**src/rtl/if_prefetch_stage_if.sv**
```systemverilog
// Fetch-stage bus bundle: the instruction-memory req/gnt/rvalid channel and the decode valid/ready channel.
// The master modport is the fetch stage; the slave modport is the memory/decode side.
interface if_prefetch_stage_if #(
  parameter int ADDR_W = 32,
  parameter int DATA_W = 32
);
  logic              instr_req_op;
  logic [ADDR_W-1:0] instr_addr_op;
  logic              instr_gnt_ip;
  logic              instr_rvalid_ip;
  logic [DATA_W-1:0] instr_rdata_ip;
  logic              instr_valid_op;
  logic [DATA_W-1:0] instr_data_op;
  logic [ADDR_W-1:0] instr_pc_addr_op;
  logic              id_ready_ip;

  modport master (
    output instr_req_op, instr_addr_op, instr_valid_op, instr_data_op, instr_pc_addr_op,
    input  instr_gnt_ip, instr_rvalid_ip, instr_rdata_ip, id_ready_ip
  );

  modport slave (
    input  instr_req_op, instr_addr_op, instr_valid_op, instr_data_op, instr_pc_addr_op,
    output instr_gnt_ip, instr_rvalid_ip, instr_rdata_ip, id_ready_ip
  );
endinterface

```
**src/rtl/if_prefetch_stage.sv**
```systemverilog
// Instruction prefetch stage: pipelined memory requests, PC-tagged prefetch queue, redirect flush/drain.
// Optional IF_MISALIGN_CHK_EN: flags misaligned redirect targets on instr_misalign_op and blocks issue.
module if_prefetch_stage #(
  parameter int                ADDR_W          = 32,
  parameter int                DATA_W          = 32,
  parameter int                FIFO_DEPTH      = 4,
  parameter int                MAX_OUTSTANDING = 2,
  parameter logic [ADDR_W-1:0] RESET_PC        = '0
) (
  input  logic                 clock,
  input  logic                 reset,
  input  logic                 redirect_valid_ip,
  input  logic [ADDR_W-1:0]    redirect_addr_ip,
  if_prefetch_stage_if.master  bus,
  output logic                 fetch_busy_op
`ifdef IF_MISALIGN_CHK_EN
  ,
  output logic                 instr_misalign_op
`endif
);
  localparam int PTR_W = $clog2(FIFO_DEPTH);
  localparam int CNT_W = $clog2(FIFO_DEPTH + 1);
  localparam int OUT_W = $clog2(MAX_OUTSTANDING + 1);
  localparam logic [PTR_W-1:0]  PTR_ONE = PTR_W'(1);
  localparam logic [CNT_W-1:0]  CNT_ONE = CNT_W'(1);
  localparam logic [OUT_W-1:0]  OUT_ONE = OUT_W'(1);
  localparam logic [ADDR_W-1:0] PC_INC  = ADDR_W'(4);

  typedef enum logic {ST_RUN, ST_DRAIN} state_e;

  state_e            state_q, state_d;
  logic [ADDR_W-1:0] fetch_pc_q, fetch_pc_d;
  logic [ADDR_W-1:0] resp_pc_q, resp_pc_d;
  logic [PTR_W-1:0]  rd_ptr_q, rd_ptr_d;
  logic [PTR_W-1:0]  wr_ptr_q, wr_ptr_d;
  logic [CNT_W-1:0]  count_q, count_d;
  logic [OUT_W-1:0]  outst_q, outst_d;
  logic [OUT_W-1:0]  discard_q, discard_d;
  logic              misalign_q, misalign_d;

  logic [ADDR_W-1:0] pc_mem_q   [FIFO_DEPTH];
  logic [DATA_W-1:0] data_mem_q [FIFO_DEPTH];

  logic [ADDR_W-1:0] redirect_addr;
  logic              credit_ok, req, grant, valid, push, pop;

`ifdef IF_MISALIGN_CHK_EN
  assign redirect_addr     = redirect_addr_ip;
  assign instr_misalign_op = misalign_q;
`else
  assign redirect_addr     = redirect_addr_ip & ~ADDR_W'(3);
`endif

  // Live in-flight requests each own a queue slot, so a returning word never finds the queue full.
  assign credit_ok = (int'(count_q) + int'(outst_q) - int'(discard_q)) < FIFO_DEPTH;
  assign req   = !reset && !redirect_valid_ip && !misalign_q
                 && (int'(outst_q) < MAX_OUTSTANDING) && credit_ok;
  assign grant = req && bus.instr_gnt_ip;
  assign valid = (count_q != '0) && !redirect_valid_ip;
  assign pop   = valid && bus.id_ready_ip;
  assign push  = !redirect_valid_ip && bus.instr_rvalid_ip && (state_q == ST_RUN);

  assign bus.instr_req_op     = req;
  assign bus.instr_addr_op    = fetch_pc_q;
  assign bus.instr_valid_op   = valid;
  assign bus.instr_data_op    = data_mem_q[rd_ptr_q];
  assign bus.instr_pc_addr_op = pc_mem_q[rd_ptr_q];
  assign fetch_busy_op        = (outst_q != '0) || (discard_q != '0);

  always_comb begin
    state_d    = state_q;
    fetch_pc_d = fetch_pc_q;
    resp_pc_d  = resp_pc_q;
    rd_ptr_d   = rd_ptr_q;
    wr_ptr_d   = wr_ptr_q;
    count_d    = count_q;
    outst_d    = outst_q;
    discard_d  = discard_q;
    misalign_d = misalign_q;

    if (grant && !bus.instr_rvalid_ip) begin
      outst_d = outst_q + OUT_ONE;
    end else if (!grant && bus.instr_rvalid_ip) begin
      outst_d = outst_q - OUT_ONE;
    end
    if (grant) begin
      fetch_pc_d = fetch_pc_q + PC_INC;
    end

    if (redirect_valid_ip) begin
      // No grant is possible here, so outst_d is already outstanding minus this cycle's response.
      fetch_pc_d = redirect_addr;
      resp_pc_d  = redirect_addr;
      rd_ptr_d   = '0;
      wr_ptr_d   = '0;
      count_d    = '0;
      discard_d  = outst_d;
      state_d    = (outst_d != '0) ? ST_DRAIN : ST_RUN;
`ifdef IF_MISALIGN_CHK_EN
      misalign_d = |redirect_addr_ip[1:0];
`endif
    end else begin
      if (push) begin
        wr_ptr_d  = wr_ptr_q + PTR_ONE;
        resp_pc_d = resp_pc_q + PC_INC;
      end
      if (pop) begin
        rd_ptr_d = rd_ptr_q + PTR_ONE;
      end
      if (push && !pop) begin
        count_d = count_q + CNT_ONE;
      end else if (!push && pop) begin
        count_d = count_q - CNT_ONE;
      end
      case (state_q)
        ST_DRAIN: begin
          if (bus.instr_rvalid_ip) begin
            discard_d = discard_q - OUT_ONE;
            if (discard_q == OUT_ONE) begin
              state_d = ST_RUN;
            end
          end
        end
        default: ;
      endcase
    end
  end

  always_ff @(posedge clock) begin
    if (reset) begin
      state_q    <= ST_RUN;
      fetch_pc_q <= RESET_PC;
      resp_pc_q  <= RESET_PC;
      rd_ptr_q   <= '0;
      wr_ptr_q   <= '0;
      count_q    <= '0;
      outst_q    <= '0;
      discard_q  <= '0;
      misalign_q <= 1'b0;
    end else begin
      state_q    <= state_d;
      fetch_pc_q <= fetch_pc_d;
      resp_pc_q  <= resp_pc_d;
      rd_ptr_q   <= rd_ptr_d;
      wr_ptr_q   <= wr_ptr_d;
      count_q    <= count_d;
      outst_q    <= outst_d;
      discard_q  <= discard_d;
      misalign_q <= misalign_d;
    end
  end

  // Entries are cleared on reset so the head outputs read zero until the first push.
  always_ff @(posedge clock) begin
    if (reset) begin
      for (int i = 0; i < FIFO_DEPTH; i++) begin
        pc_mem_q[i]   <= '0;
        data_mem_q[i] <= '0;
      end
    end else if (push) begin
      pc_mem_q[wr_ptr_q]   <= resp_pc_q;
      data_mem_q[wr_ptr_q] <= bus.instr_rdata_ip;
    end
  end
endmodule

```
**src/flat_wrapper.sv**
```systemverilog
// flat-port wrapper written by rule: the top's interface ports become plain ports
module if_prefetch_stage_flat 
#(
  parameter int                ADDR_W          = 32,
  parameter int                DATA_W          = 32,
  parameter int                FIFO_DEPTH      = 4,
  parameter int                MAX_OUTSTANDING = 2,
  parameter logic [ADDR_W-1:0] RESET_PC        = '0
)
  (clock, reset, redirect_valid_ip, redirect_addr_ip, fetch_busy_op, bus_instr_req_op, bus_instr_addr_op, bus_instr_valid_op, bus_instr_data_op, bus_instr_pc_addr_op, bus_instr_gnt_ip, bus_instr_rvalid_ip, bus_instr_rdata_ip, bus_id_ready_ip);
  if_prefetch_stage_if #(.ADDR_W(ADDR_W), .DATA_W(DATA_W)) bus_i ();
  input  logic clock;
  input  logic reset;
  input  logic redirect_valid_ip;
  input  logic [ADDR_W-1:0] redirect_addr_ip;
  output logic fetch_busy_op;
  output wire logic [$bits(bus_i.instr_req_op)-1:0] bus_instr_req_op;
  output wire logic [$bits(bus_i.instr_addr_op)-1:0] bus_instr_addr_op;
  output wire logic [$bits(bus_i.instr_valid_op)-1:0] bus_instr_valid_op;
  output wire logic [$bits(bus_i.instr_data_op)-1:0] bus_instr_data_op;
  output wire logic [$bits(bus_i.instr_pc_addr_op)-1:0] bus_instr_pc_addr_op;
  input wire logic [$bits(bus_i.instr_gnt_ip)-1:0] bus_instr_gnt_ip;
  input wire logic [$bits(bus_i.instr_rvalid_ip)-1:0] bus_instr_rvalid_ip;
  input wire logic [$bits(bus_i.instr_rdata_ip)-1:0] bus_instr_rdata_ip;
  input wire logic [$bits(bus_i.id_ready_ip)-1:0] bus_id_ready_ip;
  assign bus_instr_req_op = bus_i.instr_req_op;
  assign bus_instr_addr_op = bus_i.instr_addr_op;
  assign bus_instr_valid_op = bus_i.instr_valid_op;
  assign bus_instr_data_op = bus_i.instr_data_op;
  assign bus_instr_pc_addr_op = bus_i.instr_pc_addr_op;
  assign bus_i.instr_gnt_ip = bus_instr_gnt_ip;
  assign bus_i.instr_rvalid_ip = bus_instr_rvalid_ip;
  assign bus_i.instr_rdata_ip = bus_instr_rdata_ip;
  assign bus_i.id_ready_ip = bus_id_ready_ip;
  if_prefetch_stage #(.ADDR_W(ADDR_W), .DATA_W(DATA_W), .FIFO_DEPTH(FIFO_DEPTH), .MAX_OUTSTANDING(MAX_OUTSTANDING), .RESET_PC(RESET_PC)) u_core (.clock(clock), .reset(reset), .redirect_valid_ip(redirect_valid_ip), .redirect_addr_ip(redirect_addr_ip), .bus(bus_i), .fetch_busy_op(fetch_busy_op));
endmodule
```
**config.mk**
```make
export PLATFORM = sky130hd
export DESIGN_NAME = if_prefetch_stage_flat
export DESIGN_NICKNAME = d
export VERILOG_FILES = /design/src/rtl/if_prefetch_stage_if.sv /design/src/rtl/if_prefetch_stage.sv /design/src/flat_wrapper.sv
export SDC_FILE = /design/constraint.sdc
export NUM_CORES = 1
export LEC_CHECK = 0
export BUFFER_PORTS_ARGS = -buffer_cell sky130_fd_sc_hd__buf_4
export CORE_MARGIN = 2
export CORE_UTILIZATION = 60
export CTS_BUF_LIST = sky130_fd_sc_hd__clkbuf_2 sky130_fd_sc_hd__clkbuf_4 sky130_fd_sc_hd__clkbuf_8
export CTS_CLUSTER_SIZE = 25
export DETAILED_ROUTE_END_ITERATION = 10
export PLACE_DENSITY = 0.82
export SLEW_MARGIN = 20
export SYNTH_ARGS = -nofsm -noshare
export SYNTH_HDL_FRONTEND = slang
export SYNTH_SLANG_ARGS = --single-unit
```
**constraint.sdc**
```tcl
create_clock -name clock -period 12.67 [get_ports clock]
set_clock_uncertainty 0.1 [all_clocks]
set_input_delay 1.267 -clock clock [delete_from_list [all_inputs] [get_ports clock]]
set_output_delay 1.267 -clock clock [all_outputs]
set_load 0.02 [all_outputs]
```
==> results of run 1 <==
Yosys cell counts (all sizes together), types with 3 or more instances:
master  instances
dfxtp          74
nor4           13
o21a           10
o31a            8
nand3          22
and3            8
xnor2          26
and4            5
nand2b          4
a311oi          4
a211oi         15
o21ai          15
nor2          225
nand2         106
and2            3
mux2i           4
o211ai         12
ha             10
a31oi          12
a21oi          15
xor2           19
nand4          19
or3            18
inv            83
nor3           11
or2             5
edfxtp        248
clkbuf         53
or4             4
a21boi         15
mux4           62
buf            16
final timing paths:
kind	start	end	slack (ns)	cells past startpoint
hold reg to reg	u_core.rd_ptr_q[1]$_SDFFE_PP0P_	flop	0.43	2
setup / recovery	u_core.count_q[0]$_SDFFE_PP0P_	bus_instr_req_op	7.79	11
hold / removal	u_core.rd_ptr_q[1]$_SDFFE_PP0P_	flop	0.43	2
setup reg to reg	u_core.count_q[0]$_SDFFE_PP0P_	u_core.bus.instr_addr_op[14]$_SDFFE_PP0P_	8.51	12
cells by family (layout without fill, tap and decap cells):
kind of cell             after synthesis  in the layout  share of synthesized area [%]
AO/OA/AOI/OAI                        112            112                          5.429
XOR/XNOR                              45             45                          2.763
adder cells (fa/ha/maj)               12             12                          1.158
buffers and inverters                152            345                          4.113
flip-flops                           322            322                          62.59
multiplexers                          68             68                          10.23
other                                  1              4                        0.02629
AND/OR/NAND/NOR                      447            447                          13.70
worst reg2reg max path, delay by kind of cell, from the launching register on:
kind                       cells  cell delay, ns
AOI/OAI and AO/OA              4            1.02
adders and majority gates      4            1.25
buffers and inverters          1            0.05
DFF                            1            0.42
and+or+nand+nor                3            1.27
layout by cell type (no fill, tap or decap), types with 11 or more instances in the layout:
cell type,count
dfxtp_1,72
nand2_1,105
nand4_1,19
xor2_1,19
nor2_1,224
inv_1,82
a31oi_1,12
clkbuf_4,19
nand3_1,22
a211oi_1,15
or3_1,18
a21oi_1,15
nor3_1,11
buf_4,173
mux4_2,62
xnor2_1,26
clkbuf_8,58
o21ai_0,13
edfxtp_1,248
nor4_1,12
a21boi_0,15
o211ai_1,12
flip-flops by register name, indices dropped and copies added (netlist names), named ones only:
signal,count
u_core.data_mem_q,128
u_core.pc_mem_q,120
u_core.bus.instr_addr_op,30
u_core.resp_pc_q,30
u_core.count_q,3
u_core.discard_q,2
u_core.outst_q,2
u_core.rd_ptr_q,2
u_core.wr_ptr_q,2
u_core.state_q,1
per-layer routing:
layer  GRT usage [%]  vias to the layer above  wire (µm)
li1                -                     4474          -
met5               0                        -          0
met3           4.681                       64       2719
met1           35.03                     4805      12920
met4           8.323                        0        660
met2           44.24                      470      16080
metrics by stage:
step | instances | hold slack [ns] | setup slack [ns] | instance area [µm²] | util [%]
after floorplan | 1162 | 0.3847 | 5.693 | 14280 | -
after global placement | 1585 | 0.4089 | 8.363 | 15770 | 67.40
final | 1674 | 0.4290 | 7.792 | 16760 | 71.64
after global routing | 1674 | 0.4736 | 7.603 | 16760 | 71.64
after CTS | 1674 | 0.4365 | 7.759 | 16760 | 71.64
after detailed placement | 1585 | 0.4064 | 8.378 | 15770 | 67.40
power breakdown:
part | switching (µW) | total [µW] | leakage, µW | internal [µW]
sequential | 33.9 | 1230 | 0.00319 | 1190
combinational | 146 | 243 | 0.00282 | 97.2
clock | 384 | 853 | 0.000527 | 470
cell type report:
type / count / area [µm²]
clock buffers: 77 / 940.9
clock inverters: 12 / 51.30
fillers: 1606 / 6638
inverters: 83 / 311.5
multi-input cells: 688 / 4830
flip-flops and latches: 322 / 8934
well taps: 319 / 399.1
repair buffers: 173 / 1299
==> flow_summary.yaml, run 1 <==
synthesis:
  synth_top_area_cell: "edfxtp_1"
  synth.top_cell.area_share_pct: 52.20
  synth_ff_type: "edfxtp_1"
  ys_types: 47
  syn_area_um2: 14270
  yosys-top-cells-area: "edfxtp_1, dfxtp_1, mux4_2, nor2_1, nand2_1"
  synth_edf_count: 248
  avgSynthCellArea_um2: 12.31
  syn_inst: 1159
  async_flop_share_pct: 0
  seq_area_frac_synth_pct: 62.59
  ys_seq_elements: 322
  yosys_warnings: 0
setup_path:
  crit_slowest_cell: "fa_1"
  path_delay_family: "adder cells"
  crit_type: "flop to output pin"
  cp-start-kind: "flop"
  path_cells: "ha_1, fa_1, ha_1, a21oi_1, and2_1, ha_1, inv_1, a2111o_1, o211a_1, nor3_1, buf_4"
  crit_fanout: 12
  crit_required_ns: 11.30
  cp-end-kind: "output pin"
  crit_buf_inv: 2
  cp_slowest_stage_delay_ns: 0.43
  crit_top_cell: "ha_1"
  worstPathArrival_ns: 3.51
clock_tree:
  clockBufferDepth: 3
  path_clk_slew_ns: 0.06
  postCtsResizedCells: 0
  cts-root-buf: "clkbuf_8"
  clock_sinks: 322
  clk_latency_ns: 0.56
  post_cts_buffers: 0
  hold_buffers: 0
  h-tree-depth: 2
  tritoncts: "done"
  cts_buffers: 49
placement:
  place_congestion: 0.8904
  dp_hpwl_um: 19550
  port-buffer-count: 162
drt:
  wl_per_cell_um: 19.34
  drtIter0Drc: 856
  antenna_left: 0
  drtPass1Iterations: 5
  drc_errors: 0
  vias: 9813
  drt_wl_total_um: 32380
  vias_per_cell: 5.862
timing:
  fmax_mhz: 205.0
  fin_crit_sh_pct: 38.50
  rsz0062_at_grt: "no"
  fin_setup_tns_ns: 0
  relSlewSlack_pct: 35.47
  fin_crit_ns: 4.878
  setup_viol_count_final: 0
  tightest_slew_ns: 0.9680
  timing_hold_violations_final: 0
  drv_slew: 0
cells_and_area:
  final_nets: 1399
  area_growth_pct: 17.51
  drive_gt1_share_pct: 24.58
  antenna_cells: 0
floorplanning:
  die_area_um2: 25030
  ios: 169
  rows: 56
  die_w_um: 158.2
  dieHeight_um: 158.2
  coreArea_um2: 23400
  initial_core_util_pct: 60.96
outcome:
  outcome: "finished clean"
power:
  power.density_nw_per_um2: 138.5
  leakagePower_uw: 0.006538
  power_uw: 2322
  ir_drop_mv: 0.07983
grt:
  grt_pass1_wl_um: 50610
  antenna_found_initial: 0
  grt_max_degree: 81
  gr-total-overflow: 0
  track_usage_pct: 26.24
  first_global_vias: 9977
hold_path:
  min_path_type: "flop to flop"
run:
  timing.max_cap.violations: 0
No activity file was read; power rests on OpenSTA's default activity.
==> run 2: changes to the inputs <==
Clock period 12.67 ns to 4.65 ns, I/O delays scaled along.
==> run 2 against run 1 <==
Compared with the run above:
- power increased to 2.7 times the previous value
- worst setup slack got worse by 7.4 ns
- largest power group unchanged
- design area is 0.14% higher
- global-route usage decreased by 0.95 points
- clock power grew to 2.7 times the previous value
- critical path type unchanged
==> flow_summary.yaml, run 2 (synthesis results as in run 1) <==
grt:
  grt_max_degree: 81
  first_global_vias: 9516
  grt_pass1_wl_um: 48840
  gr-total-overflow: 0
  antenna_found_initial: 0
  track_usage_pct: 25.30
placement:
  placed_area_um2: 15830
  place_congestion: 0.8617
  port-buffer-count: 162
  dp_hpwl_um: 19290
  pre_cts_slack_ns: 0.8286
  placed_cells: 1591
setup_path:
  crit_buf_inv: 3
  crit_slowest_cell: "fa_1"
  cp-end-kind: "output pin"
  cp-start-kind: "flop"
  crit_required_ns: 4.09
  cp_slowest_stage_delay_ns: 0.42
  crit_type: "flop to output pin"
  path_cells: "ha_1, fa_1, ha_1, a21oi_1, and2_1, ha_1, inv_1, a2111o_1, o211a_1, buf_4, nor3_1, buf_4"
  worstPathArrival_ns: 3.67
  crit_fanout: 11
  crit_top_cell: "ha_1"
  path_delay_family: "adder cells"
timing:
  fmax_mhz: 236.3
  timing_hold_violations_final: 0
  fin_crit_ns: 4.232
  tightest_slew_ns: 1.056
  rsz0062_at_grt: "no"
  setup_viol_count_final: 0
  fin_crit_sh_pct: 91.02
  relSlewSlack_pct: 29.60
  setup_ws_ns: 0.4177
  drv_slew: 0
  fin_setup_tns_ns: 0
cells_and_area:
  largest_reg_flops: 128
  antenna_cells: 0
  final_common_cell: "edfxtp_1"
  top_regs: "u_core.data_mem_q: 128 flops, u_core.pc_mem_q: 120 flops"
  max_flop_register: "u_core.data_mem_q"
  fillers: 1610
  drive_gt1_share_pct: 24.93
  stdcell_count: 1679
  final_nets: 1406
  layout_common_cells: "edfxtp_1, nor2_1, buf_4"
  area_growth_pct: 17.68
  utilization_pct: 71.74
  stdcell_area_um2: 16790
floorplanning:
  initial_core_util_pct: 60.96
  die_area_um2: 25030
  coreArea_um2: 23400
  dieHeight_um: 158.2
  ios: 169
  die_w_um: 158.2
  rows: 56
clock_tree:
  path_clk_slew_ns: 0.06
  clk_latency_ns: 0.56
  h-tree-depth: 2
  post_cts_buffers: 0
  hold_buffers: 0
  tritoncts: "done"
  cts-root-buf: "clkbuf_8"
  cts_buffers: 50
  postCtsResizedCells: 0
  clockBufferDepth: 3
  clock_sinks: 322
drt:
  drc_errors: 0
  drtIter0Drc: 784
  wl_per_cell_um: 18.61
  vias_per_cell: 5.754
  vias: 9661
  antenna_left: 0
  drtPass1Iterations: 5
  drt_wl_total_um: 31250
power:
  ir_drop_mv: 0.2384
  power.density_nw_per_um2: 375.0
  leakagePower_uw: 0.006560
hold_path:
  min_path_type: "input pin to flop"
outcome:
  outcome: "finished clean"
run:
  timing.max_cap.violations: 0
-- run 2: per-stage QoR --
stage	total power [µW]	hold WS, ns
3_5_place_dp	4063	0.4129
2_1_floorplan	3791	0.3847
3_3_place_gp	4041	0.4127
5_1_grt	6533	0.08621
6_report	6296	0.09755
4_1_cts	6333	0.06738
-- run 2: tightest hold or removal path, cell delays in order --
cell	delay, ns
buf_4	0.12
nand2_1	0.06
a31oi_1	0.06
-- run 2: report_power, final --
| part | internal, µW | switching (µW) |
|---|---|---|
| registers | 3250 | 92.1 |
| logic | 273 | 394 |
| clock network | 1250 | 1040 |
-- run 2: metal layers --
layer  wire length [µm]  GRT usage, %  vias to the layer above
met3               2619         4.489                       44
met1              12840         34.66                     4694
li1                   -             -                     4497
met4                471         7.036                        0
met2              15310         42.13                      426
met5                  0             0                        -
-- run 2: layout make-up --
class / count / area (µm²) / area share [%]
clock buffer: 74 / 868.3 / 5.172
clock inverter: 14 / 95.09 / 0.5664
inverter: 83 / 311.5 / 1.856
multi-input combinational: 688 / 4825 / 28.74
sequential: 322 / 8934 / 53.21
tap: 319 / 399.1 / 2.377
timing repair buffer: 179 / 1356 / 8.079
-- run 2: worst paths after layout --
check	start	cells after the start	slack [ns]	end
min	redirect_addr_ip[21]	3	0.1	u_core.bus.instr_addr_op[21]$_SDFFE_PP0P_
max	u_core.count_q[0]$_SDFFE_PP0P_	12	0.42	bus_instr_req_op
min reg2reg	u_core.rd_ptr_q[1]$_SDFFE_PP0P_	2	0.43	flop
max reg2reg	u_core.count_q[0]$_SDFFE_PP0P_	12	0.81	u_core.bus.instr_addr_op[15]$_SDFFE_PP0P_
